[src/rtl/mul_div_unit_if.sv]
// Operand/control and HI/LO result bundle for the iterative MIPS multiply/divide unit.
interface mul_div_unit_if #(
  parameter int unsigned WIDTH = 32
);
  logic             i_start;
  logic [1:0]       i_op;
  logic [WIDTH-1:0] i_opa;
  logic [WIDTH-1:0] i_opb;
  logic             i_hi_we;
  logic             i_lo_we;
  logic [WIDTH-1:0] i_wdata;
  logic             o_busy;
  logic             o_done;
  logic [WIDTH-1:0] o_hi;
  logic [WIDTH-1:0] o_lo;

  modport master (
    output i_start, i_op, i_opa, i_opb, i_hi_we, i_lo_we, i_wdata,
    input  o_busy, o_done, o_hi, o_lo
  );

  modport slave (
    input  i_start, i_op, i_opa, i_opb, i_hi_we, i_lo_we, i_wdata,
    output o_busy, o_done, o_hi, o_lo
  );
endinterface

[src/rtl/mul_div_unit.sv]
// Iterative MULT/MULTU/DIV/DIVU unit owning HI/LO: one radix-2 step per cycle on
// magnitudes, sign fix-up in a final cycle. MTHI/MTLO write HI/LO directly when idle.
module mul_div_unit #(
  parameter int unsigned     WIDTH   = 32,
  parameter logic [WIDTH-1:0] DIV0_LO = {WIDTH{1'b1}}
) (
  input  logic           i_clk,
  input  logic           i_rst_n,
  mul_div_unit_if.slave  bus
);
  localparam int unsigned CW = $clog2(WIDTH);

  typedef enum logic [1:0] {S_IDLE, S_CALC, S_FIX} state_e;

  state_e             state_q, state_d;
  logic [CW-1:0]      cnt_q, cnt_d;
  logic               is_div_q, is_div_d;
  logic               neg_q, neg_d;
  logic               rem_neg_q, rem_neg_d;
  logic               div0_q, div0_d;
  logic [WIDTH-1:0]   opa_q, opa_d;
  logic [WIDTH-1:0]   m_q, m_d;
  logic [2*WIDTH-1:0] acc_q, acc_d;
  logic [WIDTH-1:0]   hi_q, hi_d;
  logic [WIDTH-1:0]   lo_q, lo_d;
  logic               done_q, done_d;

  logic               signed_op, a_neg, b_neg;
  logic [WIDTH-1:0]   a_mag, b_mag;
  logic [WIDTH:0]     mul_sum;
  logic [2*WIDTH-1:0] mul_next;
  logic [WIDTH:0]     div_shift, div_diff;
  logic [2*WIDTH-1:0] div_next;
  logic [2*WIDTH-1:0] prod_fix;
  logic [WIDTH-1:0]   quo_fix, rem_fix;

  assign signed_op = ~bus.i_op[0];
  assign a_neg     = signed_op & bus.i_opa[WIDTH-1];
  assign b_neg     = signed_op & bus.i_opb[WIDTH-1];
  assign a_mag     = a_neg ? -bus.i_opa : bus.i_opa;
  assign b_mag     = b_neg ? -bus.i_opb : bus.i_opb;

  // Multiply: acc = {partial product, multiplier}; add m on LSB, shift right.
  assign mul_sum  = {1'b0, acc_q[2*WIDTH-1:WIDTH]} + (acc_q[0] ? {1'b0, m_q} : '0);
  assign mul_next = {mul_sum, acc_q[WIDTH-1:1]};

  // Divide: acc = {remainder, dividend/quotient}; restore by keeping the unsubtracted value.
  assign div_shift = {acc_q[2*WIDTH-1:WIDTH], acc_q[WIDTH-1]};
  assign div_diff  = div_shift - {1'b0, m_q};
  assign div_next  = div_diff[WIDTH]
                   ? {div_shift[WIDTH-1:0], acc_q[WIDTH-2:0], 1'b0}
                   : {div_diff[WIDTH-1:0],  acc_q[WIDTH-2:0], 1'b1};

  assign prod_fix = neg_q     ? -acc_q : acc_q;
  assign quo_fix  = neg_q     ? -acc_q[WIDTH-1:0] : acc_q[WIDTH-1:0];
  assign rem_fix  = rem_neg_q ? -acc_q[2*WIDTH-1:WIDTH] : acc_q[2*WIDTH-1:WIDTH];

  always_comb begin
    state_d   = state_q;
    cnt_d     = cnt_q;
    is_div_d  = is_div_q;
    neg_d     = neg_q;
    rem_neg_d = rem_neg_q;
    div0_d    = div0_q;
    opa_d     = opa_q;
    m_d       = m_q;
    acc_d     = acc_q;
    hi_d      = hi_q;
    lo_d      = lo_q;
    done_d    = 1'b0;

    unique case (state_q)
      S_IDLE: begin
        if (bus.i_start) begin
          state_d   = S_CALC;
          cnt_d     = '0;
          is_div_d  = bus.i_op[1];
          neg_d     = a_neg ^ b_neg;
          rem_neg_d = a_neg;
          div0_d    = (bus.i_opb == '0);
          opa_d     = bus.i_opa;
          m_d       = bus.i_op[1] ? b_mag : a_mag;
          acc_d     = {{WIDTH{1'b0}}, (bus.i_op[1] ? a_mag : b_mag)};
        end else begin
          if (bus.i_hi_we) hi_d = bus.i_wdata;
          if (bus.i_lo_we) lo_d = bus.i_wdata;
        end
      end
      S_CALC: begin
        acc_d = is_div_q ? div_next : mul_next;
        cnt_d = cnt_q + 1'b1;
        if (cnt_q == CW'(WIDTH - 1)) state_d = S_FIX;
      end
      S_FIX: begin
        state_d = S_IDLE;
        done_d  = 1'b1;
        if (!is_div_q) begin
          hi_d = prod_fix[2*WIDTH-1:WIDTH];
          lo_d = prod_fix[WIDTH-1:0];
        end else if (div0_q) begin
          hi_d = opa_q;
          lo_d = DIV0_LO;
        end else begin
          hi_d = rem_fix;
          lo_d = quo_fix;
        end
      end
      default: state_d = S_IDLE;
    endcase
  end

  always_ff @(posedge i_clk) begin
    if (!i_rst_n) begin
      state_q   <= S_IDLE;
      cnt_q     <= '0;
      is_div_q  <= 1'b0;
      neg_q     <= 1'b0;
      rem_neg_q <= 1'b0;
      div0_q    <= 1'b0;
      opa_q     <= '0;
      m_q       <= '0;
      acc_q     <= '0;
      hi_q      <= '0;
      lo_q      <= '0;
      done_q    <= 1'b0;
    end else begin
      state_q   <= state_d;
      cnt_q     <= cnt_d;
      is_div_q  <= is_div_d;
      neg_q     <= neg_d;
      rem_neg_q <= rem_neg_d;
      div0_q    <= div0_d;
      opa_q     <= opa_d;
      m_q       <= m_d;
      acc_q     <= acc_d;
      hi_q      <= hi_d;
      lo_q      <= lo_d;
      done_q    <= done_d;
    end
  end

  assign bus.o_busy = (state_q != S_IDLE);
  assign bus.o_done = done_q;
  assign bus.o_hi   = hi_q;
  assign bus.o_lo   = lo_q;
endmodule

[src/flat_wrapper.sv]
// flat-port wrapper written by rule: the top's interface ports become plain ports
module mul_div_unit_flat 
#(
  parameter int unsigned     WIDTH   = 32,
  parameter logic [WIDTH-1:0] DIV0_LO = {WIDTH{1'b1}}
)
  (i_clk, i_rst_n, bus_i_start, bus_i_op, bus_i_opa, bus_i_opb, bus_i_hi_we, bus_i_lo_we, bus_i_wdata, bus_o_busy, bus_o_done, bus_o_hi, bus_o_lo);
  mul_div_unit_if #(.WIDTH(WIDTH)) bus_i ();
  input  logic i_clk;
  input  logic i_rst_n;
  input wire logic [$bits(bus_i.i_start)-1:0] bus_i_start;
  input wire logic [$bits(bus_i.i_op)-1:0] bus_i_op;
  input wire logic [$bits(bus_i.i_opa)-1:0] bus_i_opa;
  input wire logic [$bits(bus_i.i_opb)-1:0] bus_i_opb;
  input wire logic [$bits(bus_i.i_hi_we)-1:0] bus_i_hi_we;
  input wire logic [$bits(bus_i.i_lo_we)-1:0] bus_i_lo_we;
  input wire logic [$bits(bus_i.i_wdata)-1:0] bus_i_wdata;
  output wire logic [$bits(bus_i.o_busy)-1:0] bus_o_busy;
  output wire logic [$bits(bus_i.o_done)-1:0] bus_o_done;
  output wire logic [$bits(bus_i.o_hi)-1:0] bus_o_hi;
  output wire logic [$bits(bus_i.o_lo)-1:0] bus_o_lo;
  assign bus_i.i_start = bus_i_start;
  assign bus_i.i_op = bus_i_op;
  assign bus_i.i_opa = bus_i_opa;
  assign bus_i.i_opb = bus_i_opb;
  assign bus_i.i_hi_we = bus_i_hi_we;
  assign bus_i.i_lo_we = bus_i_lo_we;
  assign bus_i.i_wdata = bus_i_wdata;
  assign bus_o_busy = bus_i.o_busy;
  assign bus_o_done = bus_i.o_done;
  assign bus_o_hi = bus_i.o_hi;
  assign bus_o_lo = bus_i.o_lo;
  mul_div_unit #(.WIDTH(WIDTH), .DIV0_LO(DIV0_LO)) u_core (.i_clk(i_clk), .i_rst_n(i_rst_n), .bus(bus_i));
endmodule
[config.mk]
export PLATFORM = sky130hd
export DESIGN_NAME = mul_div_unit_flat
export DESIGN_NICKNAME = d
export VERILOG_FILES = /design/src/rtl/mul_div_unit_if.sv /design/src/rtl/mul_div_unit.sv /design/src/flat_wrapper.sv
export SDC_FILE = /design/constraint.sdc
export NUM_CORES = 1
export LEC_CHECK = 0
export CELL_PAD_IN_SITES_DETAIL_PLACEMENT = 0
export CELL_PAD_IN_SITES_GLOBAL_PLACEMENT = 2
export CORE_MARGIN = 1.5
export CORE_UTILIZATION = 37
export CTS_BUF_LIST = sky130_fd_sc_hd__clkbuf_4 sky130_fd_sc_hd__clkbuf_8
export DETAILED_ROUTE_END_ITERATION = 10
export PLACE_DENSITY = 0.95
export SYNTH_ARGS = -nofsm -noshare
export SYNTH_HDL_FRONTEND = slang
export SYNTH_SLANG_ARGS = --single-unit
[constraint.sdc]
create_clock -name i_clk -period 4.8 [get_ports i_clk]
set_input_delay 0.96 -clock i_clk [delete_from_list [all_inputs] [get_ports i_clk]]
set_output_delay 0.96 -clock i_clk [all_outputs]
set_load 0.05 [all_outputs]
==> flow_metrics.py, run 1 <==
metrics = {
    "power_and_ir_drop": {
        "powerDensity_nw_per_um2": 277,
        "p_leak_nw": 7.50,
        "peakVddDrop_mv": 0.183,
        "report.power.total_w": 0.00540,
    },
    "timing": {
        "setup_violations": 0,
        "maxSlewViolCount": 0,
        "finalSetupTns_ns": 0,
        "clock_skew_ns": 0.0575,
        "post-route-period-util_pct": 84.2,
        "max_freq_mhz": 248,
        "rsz0062_at_grt": "no",
        "max_slew_margin_pct": 15.2,
        "layout_setup_ws_ns": 0.760,
        "fin_crit_ns": 4.04,
        "hold_viol": 0,
        "worstMarginPinSlew_ns": 1.27,
    },
    "yosys": {
        "synthMuxAreaShare_pct": 4.86,
        "yosysTopAreaCellShare_pct": 24.8,
        "synth_compound_area_share_pct": 29.6,
        "ys_seq_elements": 204,
        "syn-mean-instance-area_um2": 7.44,
        "yosys.area_share.simple_pct": 19.2,
        "ys_top_cells_by_area": "dfxtp_1, a21oi_1, nand2_1",
        "synth_fa_ha_area_share_pct": 5.55,
        "synthDistinctLibCells": 89,
        "synth_top_family_by_area": "compound AO/OA/AOI/OAI gates",
        "synth-edff-count": 0,
        "seq_area_frac_synth_pct": 24.8,
        "syn_inst": 2216,
        "synth_nets": 2391,
        "synth_top_flop_cell": "dfxtp_1",
        "yosysWarningCount": 0,
        "syn_area_um2": 16500,
        "synth_top_area_cell": "dfxtp_1",
        "async_reset_ff_share_pct": 0,
        "synth-xor-area-share_pct": 10.5,
    },
    "worst_setup_path": {
        "critPathArrivalTime_ns": 4.50,
        "crit_required_ns": 5.26,
        "cp-end-kind": "flop",
        "path_cells": "inv_1 -> ha_1 -> fa_1 -> nand2b_1 -> a21oi_1 -> o21ai_1 -> o31ai_2 -> a31oi_2 -> xor2_2 -> buf_12 -> buf_12 -> nor2_1 -> a211oi_1 -> o21ai_0",
        "path_class": "reg2reg",
        "cp-start-kind": "flop",
        "path_max_fanout": 21,
        "crit_top_cell": "buf_12",
        "slowest_stage": "o31ai_2",
        "cpPeakStageDelay_ns": 0.45,
    },
    "placement": {
        "dp_worst_setup_slack_ns": 0.708,
        "dpl.hpwl_um": 53400,
        "gp_congestion": 0.997,
        "port_buffers": 168,
    },
    "detailed_routing": {
        "wire_per_inst_um": 23.9,
        "drtIter0Drc": 1973,
        "antenna_left": 0,
        "wirelength_um": 69900,
        "route.detailed.drc": 0,
        "dr.pass1.iters": 6,
        "dr_total_vias": 17800,
        "avgViaCountPerCell": 6.10,
    },
    "cts": {
        "clock_latency_ns": 0.61,
        "cts_htree_levels": 2,
        "clk_path_buf_depth": 3,
        "clock_sinks": 204,
        "path_clk_slew_ns": 0.07,
        "cts_tree": "yes",
        "cts_resized": 0,
        "root_buffer": "clkbuf_8",
        "cts_made_buffers": 39,
        "cts_setup_buffers": 0,
        "cts_hold_buffers": 0,
    },
    "global_routing": {
        "grt_pass1_vias": 16700,
        "grt_use_total_pct": 29.5,
        "grt_max_degree": 80,
        "grt_antenna_before_repair": 1,
        "grt_pass1_wl_um": 105000,
        "gr-total-overflow": 0,
    },
    "finish": {
        "final_nets": 2471,
        "layout.area.seq_um2": 4090,
        "drive_above_1_share_pct": 7.74,
        "multi_input_area_um2": 11500,
        "syn_to_final_growth_pct": 18.2,
        "fillers": 4596,
    },
    "die": {
        "ios": 169,
        "initial_utilization_pct": 37.4,
        "die_h_um": 214,
        "num_rows": 77,
        "die-area_um2": 45800,
        "coreArea_um2": 44100,
        "die_x_um": 214,
    },
    "run": {
        "max_cap_viol_count": 0,
    },
    "status": {
        "status": "completed",
    },
    "hold_path": {
        "hold_path_class": "reg2reg",
    },
}
-- stage by stage --
stage / area [µm²] / std cells / util, % / hold WS [ns]
detailed placement: 18700 / 2847 / 42.3 / 0.449
global route: 19500 / 2917 / 44.2 / 0.485
finish: 19500 / 2918 / 44.2 / 0.453
global placement: 18700 / 2847 / 42.3 / 0.443
CTS: 19500 / 2917 / 44.2 / 0.458
floorplan: 16500 / 2216 / - / 0.432
-- sequential cells by signal, summed over array words and instances (netlist names), 2 cells and up --
| signal | count |
|---|---|
| u_core.state_q | 2 |
| u_core.opa_q | 32 |
| u_core.acc_q | 64 |
| u_core.bus.o_lo | 32 |
| u_core.bus.o_hi | 32 |
| u_core.m_q | 32 |
| u_core.cnt_q | 5 |
-- cell families after synthesis --
group | Yosys count
mux | 79
fa+ha+maj | 72
compound gates | 751
flops | 204
xor+xnor | 197
simple gates | 674
buf+inv | 239
-- cells in the final DEF, fill, tap and decap left out, types with 15 or more instances in the layout --
cell / synthesis / layout
nand4_1: 18 / 18
nand2b_1: 16 / 15
inv_1: 60 / 59
a221oi_1: 42 / 42
xnor2_1: 90 / 90
nand3_1: 38 / 38
o31ai_1: 33 / 33
or3_1: 24 / 24
a22oi_1: 15 / 15
a211oi_1: 54 / 54
a21oi_1: 237 / 237
xor2_1: 106 / 105
nor2_1: 180 / 180
dfxtp_1: 204 / 202
a31oi_1: 20 / 20
clkbuf_8: 0 / 50
ha_1: 70 / 70
o211ai_1: 41 / 41
a21o_1: 30 / 30
nor2b_1: 18 / 16
nor3_1: 31 / 30
mux2i_1: 70 / 70
clkdlybuf4s50_1: 0 / 166
buf_4: 0 / 45
nand2_1: 259 / 258
o21ai_0: 145 / 145
o221ai_1: 16 / 16
-- where the power goes --
| group | total, W | internal, W | switching [W] | leakage, nW |
|---|---|---|---|---|
| clock | 0.00186 | 0.00103 | 0.000832 | 0.441 |
| combinational | 0.00159 | 0.000582 | 0.00101 | 5.39 |
| sequential | 0.00194 | 0.00180 | 0.000145 | 1.67 |
-- cells in the mapped netlist (10+ instances only) --
library cell / instances
a211oi_1: 54
a21o_1: 30
a21oi_1: 237
a221oi_1: 42
a22oi_1: 15
a31oi_1: 20
and2_1: 10
and3_1: 14
buf_1: 19
clkbuf_1: 148
dfxtp_1: 204
ha_1: 70
inv_1: 60
mux2i_1: 70
nand2_1: 259
nand2b_1: 16
nand3_1: 38
nand4_1: 18
nor2_1: 180
nor2b_1: 18
nor3_1: 31
nor4_1: 14
o211ai_1: 41
o21a_1: 11
o21ai_0: 145
o221ai_1: 16
o31ai_1: 33
or3_1: 24
or4_1: 13
xnor2_1: 90
xor2_1: 106
-- area by class of cell --
class / count / area share, %
Multi-Input combinational cell: 1773 / 59.2
Sequential cell: 204 / 21.0
Timing Repair Buffer: 215 / 10.5
Clock buffer: 61 / 3.95
Tap cell: 592 / 3.80
Inverter: 63 / 1.23
Clock inverter: 9 / 0.334
Antenna cell: 1 / 0.0128
-- final timing paths --
kind,from,end,slack (ns),depth (start not counted)
hold / removal,u_core.m_q[12]$_SDFFE_PN0P_,u_core.m_q[12]$_SDFFE_PN0P_,0.45,2
setup / recovery,u_core.acc_q[31]$_SDFFE_PN0P_,u_core.acc_q[39]$_SDFFE_PN0P_,0.76,14
hold reg to reg,u_core.m_q[12]$_SDFFE_PN0P_,u_core.m_q[12]$_SDFFE_PN0P_,0.45,2
setup reg to reg,u_core.acc_q[31]$_SDFFE_PN0P_,u_core.acc_q[39]$_SDFFE_PN0P_,0.76,14
-- metal layers --
metal	up-vias	wire length [µm]	global-route usage, %
met4	0	2790	12.0
met5	-	0	0
met2	803	30800	45.6
met1	8592	31000	41.2
li1	8249	-	-
met3	143	5300	4.21
-- worst max-delay path: cells and delay by family, from the launching register on --
family                     cells  cell delay [ns]
AOI/OAI and AO/OA              6             1.61
adders and majority gates      2             0.66
buffers and inverters          3             0.53
xor gates and xnor gates       1             0.43
DFF                            1             0.38
and+or+nand+nor                2             0.26
(Power assumes the default switching activity.)
==> inputs of run 2 (changes only) <==
--- a/config.mk
+++ b/config.mk
@@ -8,10 +8,10 @@
 export CELL_PAD_IN_SITES_DETAIL_PLACEMENT = 0
 export CELL_PAD_IN_SITES_GLOBAL_PLACEMENT = 2
 export CORE_MARGIN = 1.5
-export CORE_UTILIZATION = 37
+export CORE_UTILIZATION = 31
 export CTS_BUF_LIST = sky130_fd_sc_hd__clkbuf_4 sky130_fd_sc_hd__clkbuf_8
 export DETAILED_ROUTE_END_ITERATION = 10
-export PLACE_DENSITY = 0.95
+export PLACE_DENSITY = 0.89
 export SYNTH_ARGS = -nofsm -noshare
 export SYNTH_HDL_FRONTEND = slang
 export SYNTH_SLANG_ARGS = --single-unit
==> constraint.sdc (replaced) <==
create_clock -name i_clk -period 3.3 [get_ports i_clk]
set_input_delay 0.66 -clock i_clk [delete_from_list [all_inputs] [get_ports i_clk]]
set_output_delay 0.66 -clock i_clk [all_outputs]
set_load 0.05 [all_outputs]
==> run 2 against run 1 <==
Clock power rose by 51%. Global-route usage is 2.5 points lower. Worst hold slack got worse by 0.066 ns. Sequential cell count did not move.
==> flow_metrics.py, run 2 (synthesis gave the netlist of run 1 again) <==
metrics = {
    "detailed_routing": {
        "antenna_left": 0,
        "wirelength_um": 75700,
        "wire_per_inst_um": 23.1,
        "dr_total_vias": 18800,
        "route.detailed.drc": 0,
        "avgViaCountPerCell": 5.76,
        "drtIter0Drc": 1801,
        "dr.pass1.iters": 5,
    },
    "timing": {
        "clock_skew_ns": 0.0204,
        "worstMarginPinSlew_ns": 0.818,
        "layout_setup_ws_ns": 0.120,
        "maxSlewViolCount": 0,
        "hold_viol": 0,
        "max_slew_margin_pct": 45.2,
        "post-route-period-util_pct": 96.4,
        "finalSetupTns_ns": 0,
        "setup_violations": 0,
        "max_freq_mhz": 315,
        "rsz0062_at_grt": "yes",
        "fin_crit_ns": 3.18,
    },
    "finish": {
        "syn_to_final_growth_pct": 32.1,
        "final_common_cell": "buf_4",
        "largest-register": "u_core.acc_q",
        "drive_above_1_share_pct": 18.0,
        "layout.area.seq_um2": 4090,
        "final_nets": 2730,
        "multi_input_area_um2": 11700,
        "fillers": 5482,
        "largest_reg_flops": 64,
        "final_cell_mix": "buf_4, nand2_1, a21oi_1",
        "antennaDiodeCount": 0,
    },
    "worst_setup_path": {
        "cpPeakStageDelay_ns": 0.50,
        "path_cells": "inv_1 -> ha_4 -> or3b_2 -> nor4_4 -> buf_4 -> nand3_1 -> buf_4 -> or2_4 -> o41ai_2 -> xnor2_1 -> o21ai_1 -> buf_4 -> a31oi_1",
        "crit_required_ns": 3.78,
        "critPathArrivalTime_ns": 3.66,
        "cp-start-kind": "flop",
        "path_class": "reg2reg",
        "path_max_fanout": 8,
        "cp-end-kind": "flop",
        "crit_top_cell": "buf_4",
        "slowest_stage": "or3b_2",
    },
    "die": {
        "die-area_um2": 54600,
        "num_rows": 84,
        "initial_utilization_pct": 31.4,
        "ios": 169,
        "coreArea_um2": 52600,
        "die_h_um": 234,
        "die_x_um": 234,
    },
    "hold_path": {
        "hold_path_class": "in2reg",
    },
    "placement": {
        "port_buffers": 168,
        "gp_congestion": 0.978,
        "dpl.hpwl_um": 59700,
        "dp_worst_setup_slack_ns": -0.302,
    },
    "cts": {
        "cts_made_buffers": 41,
        "clock_sinks": 204,
        "clk_path_buf_depth": 3,
        "cts_tree": "yes",
        "root_buffer": "clkbuf_8",
        "path_clk_slew_ns": 0.06,
        "clock_latency_ns": 0.63,
        "cts_hold_buffers": 0,
        "cts_htree_levels": 2,
    },
    "power_and_ir_drop": {
        "powerDensity_nw_per_um2": 385,
        "p_leak_nw": 8.82,
        "report.power.total_w": 0.00838,
        "peakVddDrop_mv": 0.282,
    },
    "global_routing": {
        "grt_max_degree": 98,
        "grt_pass1_wl_um": 111000,
        "grt_use_total_pct": 27.0,
        "grt_pass1_vias": 18000,
        "grt_antenna_before_repair": 0,
        "gr-total-overflow": 0,
    },
    "status": {
        "status": "completed",
    },
    "run": {
        "max_cap_viol_count": 0,
    },
}
run 2: cell count changes in the layout (fill, tap and decap cells not counted), sizes merged:
cell | previous run | this run
buf | 49 | 306
clkbuf | 61 | 64
clkinvlp | 2 | 0
diode | 1 | 0
inv | 63 | 64
run 2: worst max-delay path: cells and delay by family (launching register included):
family | cells | cell delay, ns
AOI/OAI and AO/OA | 3 | 0.60
DFF | 1 | 0.32
buffers and inverters | 4 | 0.63
and+or+nand+nor | 4 | 1.18
xor gates and xnor gates | 1 | 0.11
adders and majority gates | 1 | 0.19
run 2: area by class of cell:
cell class,count,share of cell area [%]
multi-input combinational,1773,53.6
sequential,204,18.8
timing repair buffer,472,18.6
tap,688,3.95
clock buffer,64,3.67
inverter,63,1.10
clock inverter,8,0.282
run 2: timing repair:
item,4_1_cts,5_1_grt
endpoints found under the setup margin,31,27
gates resized for setup,9,35
setup buffers,2,5
pin swaps,1,5
run 2: power breakdown:
group / internal [W] / switching [W] / total [W]
Clock: 0.00155 / 0.00126 / 0.00281
Sequential: 0.00262 / 0.000152 / 0.00277
Combinational: 0.00112 / 0.00167 / 0.00280
Total: 0.00529 / 0.00309 / 0.00838
run 2: path summary, 6_finish.rpt:
| path | depth (start not counted) | slack, ns | start | end |
|---|---|---|---|---|
| worst max-delay path | 13 | 0.12 | u_core.acc_q[1]$_SDFFE_PN0P_ | u_core.bus.o_hi[16]$_SDFFE_PN0P_ |
| worst min-delay path | 3 | 0.39 | i_rst_n | u_core.acc_q[62]$_SDFFE_PN0P_ |
| worst max register to register | 13 | 0.12 | u_core.acc_q[1]$_SDFFE_PN0P_ | u_core.bus.o_hi[16]$_SDFFE_PN0P_ |
| worst min register to register | 2 | 0.45 | u_core.m_q[5]$_SDFFE_PN0P_ | u_core.m_q[5]$_SDFFE_PN0P_ |
run 2: metrics by stage:
| stage | util [%] | hold slack (ns) | instance area [µm²] | std cells |
|---|---|---|---|---|
| floorplan | - | 0.432 | 16500 | 2216 |
| detailed placement | 39.4 | 0.446 | 20700 | 3193 |
| global placement | 39.4 | 0.446 | 20700 | 3193 |
| global route | 41.4 | 0.380 | 21800 | 3272 |
| finish | 41.4 | 0.387 | 21800 | 3272 |
| CTS | 41.1 | 0.363 | 21600 | 3267 |
run 2: routing by layer:
metal	vias up	share of wire, %	global-route usage (%)
li1	8776	-	-
met1	9115	42	35.5
met2	811	46	44.0
met3	145	8.3	4.96
met4	0	3.3	9.38
met5	-	0	0
